$ cat config.mk
export PLATFORM = sky130hd
export DESIGN_NAME = decoder_3to8_seq
export DESIGN_NICKNAME = d
export VERILOG_FILES = /design/src/rtl/decoder_3to8_seq.sv
export SDC_FILE = /design/constraint.sdc
export NUM_CORES = 1
export LEC_CHECK = 0
export ABC_AREA = 0
export CAP_MARGIN = 40
export CORE_MARGIN = 3
export CORE_UTILIZATION = 55
export DETAILED_ROUTE_END_ITERATION = 16
export PLACE_DENSITY = 0.8
export SLEW_MARGIN = 20
export SYNTH_ARGS = -nofsm -noshare
export SYNTH_HDL_FRONTEND = slang
export SYNTH_SLANG_ARGS = --single-unit
$ cat constraint.sdc
create_clock -name clk -period 3.15 [get_ports clk]
set_input_delay 0.945 -clock clk [delete_from_list [all_inputs] [get_ports clk]]
set_output_delay 0.945 -clock clk [all_outputs]
set_load 0.01 [all_outputs]
$ cat src/rtl/decoder_3to8_seq.sv
// rtl/decoder_3to8_seq.sv - sequenced 3-to-8 decoder, holds each one-hot code HOLD_CYCLES cycles
// One pending slot lets the next code be queued while the current one is held.
`timescale 1ns/1ps
module decoder_3to8_seq #(
  parameter int HOLD_CYCLES = 4
) (
  input  logic       clk,
  input  logic       rst_n,
  input  logic       en,
  input  logic       in_valid,
  input  logic [2:0] in_code,
  output logic       in_ready,
  output logic [7:0] out,
  output logic       out_valid,
  output logic       done
);

  typedef enum logic [1:0] {IDLE, HOLD, GAP} state_e;

  localparam logic [3:0] CNT_LOAD = 4'(HOLD_CYCLES - 1);

  state_e     state_q, state_d;
  logic [3:0] cnt_q, cnt_d;
  logic [2:0] code_q, code_d;
  logic       pend_valid_q, pend_valid_d;
  logic [2:0] pend_code_q, pend_code_d;
  logic       accept;

  always_ff @(posedge clk or negedge rst_n) begin
    if (!rst_n) begin
      state_q      <= IDLE;
      cnt_q        <= 4'd0;
      code_q       <= 3'd0;
      pend_valid_q <= 1'b0;
      pend_code_q  <= 3'd0;
    end else begin
      state_q      <= state_d;
      cnt_q        <= cnt_d;
      code_q       <= code_d;
      pend_valid_q <= pend_valid_d;
      pend_code_q  <= pend_code_d;
    end
  end

  // in_ready depends only on registers and en, so accept never loops through out
  assign in_ready = en & ~pend_valid_q;
  assign accept   = in_valid & in_ready;

  always_comb begin
    state_d      = state_q;
    cnt_d        = cnt_q;
    code_d       = code_q;
    pend_valid_d = pend_valid_q;
    pend_code_d  = pend_code_q;
    if (!en) begin
      state_d      = IDLE;
      cnt_d        = 4'd0;
      pend_valid_d = 1'b0;
    end else begin
      case (state_q)
        IDLE: begin
          if (accept) begin
            state_d = HOLD;
            code_d  = in_code;
            cnt_d   = CNT_LOAD;
          end
        end
        HOLD: begin
          if (accept) begin
            pend_valid_d = 1'b1;
            pend_code_d  = in_code;
          end
          if (cnt_q == 4'd0) begin
            state_d = GAP;
          end else begin
            cnt_d = cnt_q - 4'd1;
          end
        end
        GAP: begin
          // a queued code always wins; accept cannot fire while the slot is full
          if (pend_valid_q) begin
            state_d      = HOLD;
            code_d       = pend_code_q;
            cnt_d        = CNT_LOAD;
            pend_valid_d = 1'b0;
          end else if (accept) begin
            state_d = HOLD;
            code_d  = in_code;
            cnt_d   = CNT_LOAD;
          end else begin
            state_d = IDLE;
          end
        end
        default: begin
          state_d = IDLE;
        end
      endcase
    end
  end

  always_comb begin
    out_valid = (state_q == HOLD);
    out       = out_valid ? (8'h01 << code_q) : 8'h00;
    done      = out_valid & (cnt_q == 4'd0) & en;
  end

endmodule
Word level (Yosys, flattened, before mapping):

Index checks and enable logic that the tools add are counted.

* input port bits: 7
* register bits after elaboration: 13
* bits in read-only memories: 0
* logic and storage cells: 46
* bits in writable memories: 0
* memories: 0
* latch bits: 0

* divide/modulo/power cells: 0
* reductions and logical operators: 8
* bitwise logic cells: 5
* eq/ne operators: 8
* order comparisons: 0
* add/sub/neg operators: 1
* muxes and demuxes: 18
* shift-type cells: 1
* multiply operators: 0

Operators with widths (number)
* $mux W4: 4
* $pmux W4 S3: 1
* $mux W8: 1
* $reduce_and A2 Y1: 4
* $shl A1 B3 Y8 const A: 1
* $mux W2: 3
* $mux W3: 2
* $ne A3 B2 Y1 const B: 2
* $ne A3 B3 Y1 const B: 2
* $pmux W2 S3: 1
* $pmux W3 S2: 1
* $and A1 B1 Y1: 4
* $logic_not A4 Y1: 1
* $mux W1: 4
* $ne A4 B1 Y1 const B: 1
* $sub A4 B1 Y4 const B: 1
* $ne A3 B1 Y1 const B: 1
* $reduce_and A3 Y1: 1
* $eq A2 B1 Y1 const B: 1
* $eq A2 B2 Y1 const B: 1
* $logic_not A2 Y1: 1
* $pmux W1 S2: 1
* $reduce_bool A2 Y1: 1
* $not A1 Y1: 1

Logic depth before layout (Yosys ltp):

Gate-level depths: netlist (run 1).

* word-level depth: 7
* depth in mapped cells: 7
* mapped depth without buffers: 6

Worst setup path before layout (run 1):

OpenSTA, ideal clock, no wires.

* path type: reg2out
* start: register state_q[1]
* end: output port out[0]
* required time: 2205 ps
* stages on the path, launching flop included: 6
* slack: 854 ps
* arrival: 1351 ps
* path through: dfrtp_1 -> inv_1 -> ha_1 -> buf_6 -> nand2b_1 -> nor3_1

* cells in the longest elaborated chain, start to end: 2

Ends and longest elaborated chain
* start: declaration: line 22 `state_e state_q, state_d;`
* start signal: assignment: line 37 `state_q <= state_d;`
* $eq A2 B1 Y1: line 102 `out_valid = (state_q == HOLD);`
* via out_valid: line 14 `output logic out_valid,`
* $mux W8: line 103 `out = out_valid ? (8'h01 << code_q) : 8'h00;`
* end: declaration: line 13 `output logic [7:0] out,`

The timed path passes the listed nets, and every way through them passes these cells.

Worst setup path after layout (run 1):

* start: register state_q[1]
* end: output port out[4]

* cells in the longest elaborated chain, start to end: 2

Ends and longest elaborated chain (line)
* $eq A2 B1 Y1: 102
* $mux W8: 103

No other way between the ends.

==> impl_results.md, run 1 <==
* Status: completed
* Final Hold Vio Count at 0
* R2R Setup Slk at 1.36 ns
* CTS tree: yes
* Clk root buf: clkbuf_4
* Yosys cell types at 35
* Max-cap violations at 0
* Power share of the combinational group at 57.6%
* Core footprint at 0.00158 mm²
* Final nets at 143
* Post-synthesis sequential area ratio at 33.5%
* CP Launch Type: register
* RSZ-0062 raised after global routing: no
* CTS resizes at 0
* Clock latency on the worst-skew pair at 0.29 ns
* Worst Path Max Fanout at 9
* Worst-path clk slew at 0.09 ns
* Reg power frac at 31.4%
* Synth warn at 0
* Diodes inserted at 0
* Post-Synthesis Cells at 108
* Worst hold path class: reg -> reg
* Area grow syn2layout at 21.8%
* Die area at 0.00231 mm²
* Layout cells sized above 1 at 12.5%
* Worst Hold Path EP: code_q[2]$_DFFE_PN0P_
* Final HPWL DP at 1.57 mm
* Yosys reg bits at 13
* DR iter-0 viols at 16
* H-tree levels at 1
* Die W at 48.0 µm
* Cell accounting for the most synthesized area: dfrtp_1
* GRT Total Usage at 21.0%
* R2R Path Start: state_q[1]$_DFFE_PN0P_
* Int Power at 0.000554 W
* First-pass GRT wire length at 3.24 mm
* Top area cells in the synthesized netlist: dfrtp_1, ha_1, nand2_1
* Worst Path Required at 2.20 ns
* Maximum clock rate at 342 MHz
* DP Area at 0.00115 mm²
* Setup TNS at 0 ns
* Largest net degree at the start of global routing at 15
* CP Class: reg -> out
* Vias in the first global route at 698
* Initial Util at 61.6%
* CP arrival at 1.98 ns
* Vias/cell at 5.79
* Tightest Pin Transition at 0.585 ns
* IO Port Bufs at 17
* Cell Pwr Density at 833 mW/mm²
* Finished Cell Area at 0.00118 mm²
* Slew Viols, Final at 0
* Critical Path End Type: output port
* Clock tree buffer depth at 2
* Setup bufs post-CTS at 0
* Io pins at 18
* Sink Count at 13
* Psw at 0.000431 W
* WL final at 2.05 mm
* R2R Path End: cnt_q[0]$_DFFE_PN0P_
* Hold-fix buffers, CTS at 0
* Slew Limit Headroom at 60.9%
* # setup viols final at 0
* Hold path startpoint: code_q[2]$_DFFE_PN0P_
* TritonCTS buffer count at 3
* Switching share of power at 43.7%
* Average cell area after synthesis at 8.99 µm²
* Initial antenna violation count at 0
* Post-Synthesis Cell Area at 971 µm²
* Grt ovf at 0
* Pleak at 0.558 nW
* Commonest non-fill, non-tap cells in the layout: nand2_1, clkdlybuf4s50_1, dfrtp_1, nor2_1, inv_1
* Post-layout min period at 2.92 ns
* Post-route ant nets at 0
* Row count at 14
* Top cell type's share of synthesized area at 33.5%
* Clk network pwr share at 11.0%
* Avg WL per Cell at 14.3 µm
* Reg2Reg Depth at 6
* DR pass1 iterations at 4
* Syn Nets at 122
* Hold depth at 2
* Remaining DRCs at 0
* Max Clock Skew at 0.0138 ns
* Die Y at 48.0 µm
* GPL Wtd Cong at 0.897
* Via count at 834
* Final worst path period share at 92.7%
* Max VDD drop at 0.491 mV
[per-layer routing]
| layer | share of wire (%) | global-route usage, % |
|---|---|---|
| met1 | 45 | 27.8 |
| met4 | 0.63 | 6.45 |
| met3 | 4.4 | 5.64 |
| met2 | 50 | 33.5 |
| met5 | 0 | 0 |
[synthesized netlist by cell type, drive strengths merged]
master   count
dfrtp       13
nor3b        1
o211ai       1
o221a        1
nand3        4
o21ai       10
buf          3
o31ai        1
o41ai        1
and3b        1
nor3         3
a31oi        2
o221ai       1
ha           7
nand2       16
nor2b        1
o22ai        1
and2         1
nor4         1
nand4b       1
a21oi        3
nor4b        1
mux2         3
a2bb2oi      1
inv          8
nand2b       5
mux2i        3
nor2        11
nand3b       1
a21o         2
[power groups by stage]
stage               Sequential [W]  Combinational (W)  Clock [W]
global placement          0.000305           0.000547          0
CTS                       0.000309           0.000565   0.000111
detailed placement        0.000313           0.000559          0
global route              0.000324           0.000623   0.000120
finish                    0.000309           0.000567   0.000109
floorplan                 0.000290           0.000435          0
[critical path: stages (launching register included)]
cell	delay [ns]
dfrtp_1	0.42
inv_1	0.11
ha_2	0.31
nand2_1	0.13
nor3_1	0.15
clkdlybuf4s50_1	0.57
[layout make-up]
cell class | instances | area, µm²
Multi-Input combinational cell | 84 | 591
Fill cell | 122 | 394
Sequential cell | 13 | 325
Timing Repair Buffer | 19 | 190
Inverter | 8 | 30.0
Clock buffer | 4 | 26.3
Tap cell | 16 | 20.0
[per-stage QoR]
step                total power (W)  hold WS (ns)  instances  util, %  setup slack, ns
floorplan                  0.000725         0.463        108        -            0.854
global placement           0.000852         0.479        140     72.9           0.0629
detailed placement         0.000872         0.490        140     72.9           0.0605
CTS                        0.000985         0.512        144     74.5           0.0586
global route                0.00107         0.532        144     75.0            0.101
finish                     0.000985         0.510        144     75.0            0.228
[registers in the layout, indices dropped and copies added, names as in the netlist]
register      count
cnt_q             4
code_q            3
pend_code_q       3
pend_valid_q      1
state_q           2
[worst max-delay path by stage]
stage	startpoint	end	slack (ns)	depth (start not counted)
final	state_q[1]$_DFFE_PN0P_	out[4]	0.23	5
after global routing	state_q[1]$_DFFE_PN0P_	out[4]	0.10	5
after CTS	en	done	0.06	4
after detailed placement	en	done	0.06	4
after global placement	en	in_ready	0.06	4
after floorplan	state_q[1]$_DFFE_PN0P_	out[0]	0.85	5
[cells by family (layout without fill, tap and decap cells)]
kind of cell	count (synthesis)	in the layout	synth area share (%)
muxes	6	6	7.73
adders and majority gates	7	7	9.02
AOI/OAI and AO/OA	24	24	17.3
and+or+nand+nor	47	47	26.5
DFF	13	13	33.5
buffers and inverters	11	31	5.93
No activity file was read; power rests on OpenSTA's default activity.
==> run 2, diff against run 1 <==
Settings changed: CORE_UTILIZATION 55 to 50, CTS_CLUSTER_SIZE set to 10, PLACE_DENSITY 0.8 to 0.74.
==> run 2 against run 1 <==
  * Die area up 8.7%
  * Flip-flop and latch count stayed put
  * Global-route usage shrank 2.5 points
  * Clock skew decreased by 0.0050 ns
  * Critical path type unchanged
  * Critical endpoint is now out[0]
==> impl_results.md, run 2 (synthesis gave the netlist of run 1 again) <==
* CTS tree: yes
* Post-layout min period at 2.91 ns (-0.0102 ns)
* Layout cells sized above 1 at 12.5% (unchanged)
* Commonest non-fill, non-tap cells in the layout: nand2_1, clkdlybuf4s50_1, dfrtp_1, nor2_1, inv_1
* Vias/cell at 5.39 (-7.0%)
* Final worst path period share at 92.4% (-0.32 points)
* IO Port Bufs at 17 (unchanged)
* Diodes inserted at 0 (unchanged)
* Critical path buffer and inverter count at 2 (unchanged)
* Largest net degree at the start of global routing at 15 (unchanged)
* Initial antenna violation count at 0 (unchanged)
* Slew Viols, Final at 0 (unchanged)
* Core footprint at 0.00178 mm² (+13%)
* Cell Pwr Density at 824 mW/mm² (-1.1%)
* Sink Count at 13 (unchanged)
* Slowest stage delay, CP at 0.57 ns (about the same)
* Avg WL per Cell at 13.2 µm (-7.2%)
* GPL Wtd Cong at 0.868 (-3.3%)
* Setup TNS at 0 ns (unchanged)
* DR iter-0 viols at 9 (-7)
* Remaining DRCs at 0 (unchanged)
* Status: completed
* TritonCTS buffer count at 3 (unchanged)
* Slew Limit Headroom at 60.2% (-0.63 points)
* Die area at 0.00251 mm² (+8.7%)
* Max FFs per register at 4 (unchanged)
* Clk root buf: clkbuf_4
* Max-cap violations at 0 (unchanged)
* Tightest Pin Transition at 0.595 ns (+0.00941 ns)
* Clock latency on the worst-skew pair at 0.29 ns (about the same)
* Clock tree buffer depth at 2 (unchanged)
* Worst Path Max Fanout at 10 (+1)
* R2R Setup Slk at 1.35 ns (about the same)
* Critical Path End Type: output port
* Worst-path clk slew at 0.09 ns (about the same)
* Vias in the first global route at 790 (+13%)
* Max Clock Skew at 0.00883 ns (-0.00498 ns)
* Area grow syn2layout at 24.0%
* Worst Path Required at 2.20 ns (about the same)
* Row count at 15 (+1)
* Utilization of the core after routing at 67.5% (-7.5 points)
* Die Y at 50.1 µm (+4.3%)
* Maximum clock rate at 343 MHz (+0.35%)
* Pleak at 0.560 nW (+0.34%)
* CP arrival at 1.97 ns (about the same)
* First-pass GRT wire length at 3.54 mm (+9.1%)
* Crit-path slowest cell: clkdlybuf4s50_1
* Final HPWL DP at 1.50 mm (-4.7%)
* DR pass1 iterations at 4 (unchanged)
* Regs by FF count: cnt_q: 4 flops, code_q: 3 flops, pend_code_q: 3 flops
* Die W at 50.1 µm (+4.3%)
* CP Launch Type: register
* GRT Total Usage at 18.5% (-2.5 points)
* Worst hold path class: reg -> reg
* CP Class: reg -> out
* # setup viols final at 0 (unchanged)
* Largest register by flop count: cnt_q
* Final nets at 143 (unchanged)
* Max VDD drop at 0.567 mV (+15%)
* Post-route ant nets at 0 (unchanged)
* H-tree levels at 1 (unchanged)
* Via count at 824 (-1.2%)
* Delay-heaviest family, CP: buffers and inverters
* Grt ovf at 0 (unchanged)
* Io pins at 18 (unchanged)
* Tot Pwr at 0.000991 W (+0.64%)
* WL final at 2.03 mm (-1.4%)
* Worst path cell trace: inv_1, ha_4, nand2b_1, nor3_1, clkdlybuf4s50_1
* Final Hold Vio Count at 0 (unchanged)
* RSZ-0062 raised after global routing: no
* Initial Util at 54.5% (-7.1 points)
run 2: cell counts in the layout (fill, tap and decap cells not counted):
No cell type changed its count.
run 2: worst register-to-register path: cells and delay by family (launching register included):
family	cells	cell delay (ns)
flops	1	0.47
fa+ha+maj	1	0.30
compound gates	2	0.39
simple gates	1	0.43
buf+inv	1	0.10
run 2: final timing paths:
| kind | from | end | depth (start not counted) |
|---|---|---|---|
| min | pend_code_q[1]$_DFFE_PN0P_ | pend_code_q[1]$_DFFE_PN0P_ | 1 |
| min reg2reg | pend_code_q[1]$_DFFE_PN0P_ | pend_code_q[1]$_DFFE_PN0P_ | 1 |
| min in group asynchronous | rst_n | cnt_q[2]$_DFFE_PN0P_ | 1 |
| max in group asynchronous | rst_n | pend_code_q[1]$_DFFE_PN0P_ | 1 |
| max reg2reg | state_q[0]$_DFFE_PN0P_ | cnt_q[0]$_DFFE_PN0P_ | 5 |
| max | state_q[1]$_DFFE_PN0P_ | out[0] | 5 |
run 2: layout make-up:
class / instances / area (µm²)
Timing Repair Buffer: 19 / 190
Clock buffer: 4 / 26.3
Sequential cell: 13 / 325
Inverter: 8 / 30.0
Tap cell: 25 / 31.3
Fill cell: 153 / 579
Multi-Input combinational cell: 84 / 601
run 2: repair_timing:
action                                  in CTS  in global routing
hold endpoints to repair                     0                  0
buffers inserted                             0                  0
resized for setup                            0                  4
hold buffers                                 0                  0
endpoints found under the setup margin       0                  8
run 2: where the power goes:
group	internal, W	switching (W)	total [W]
clock network	0.0000493	0.0000615	0.000111
logic	0.000276	0.000293	0.000569
registers	0.000235	0.0000764	0.000311
run 2: layer usage:
metal  routed length, µm  GRT usage, %
met1                 951          22.8
met2                 963          30.2
met3                  53          1.81
met4                  57          12.4
met5                   0             0
run 2: through the flow:
step | std cells | hold slack [ns] | area, µm² | worst slack (ns)
floorplan | 108 | 0.463 | 971 | 0.854
global placement | 149 | 0.490 | 1160 | 0.0557
detailed placement | 149 | 0.494 | 1160 | 0.0246
CTS | 153 | 0.517 | 1190 | 0.0165
global route | 153 | 0.526 | 1200 | 0.0817
finish | 153 | 0.519 | 1200 | 0.239
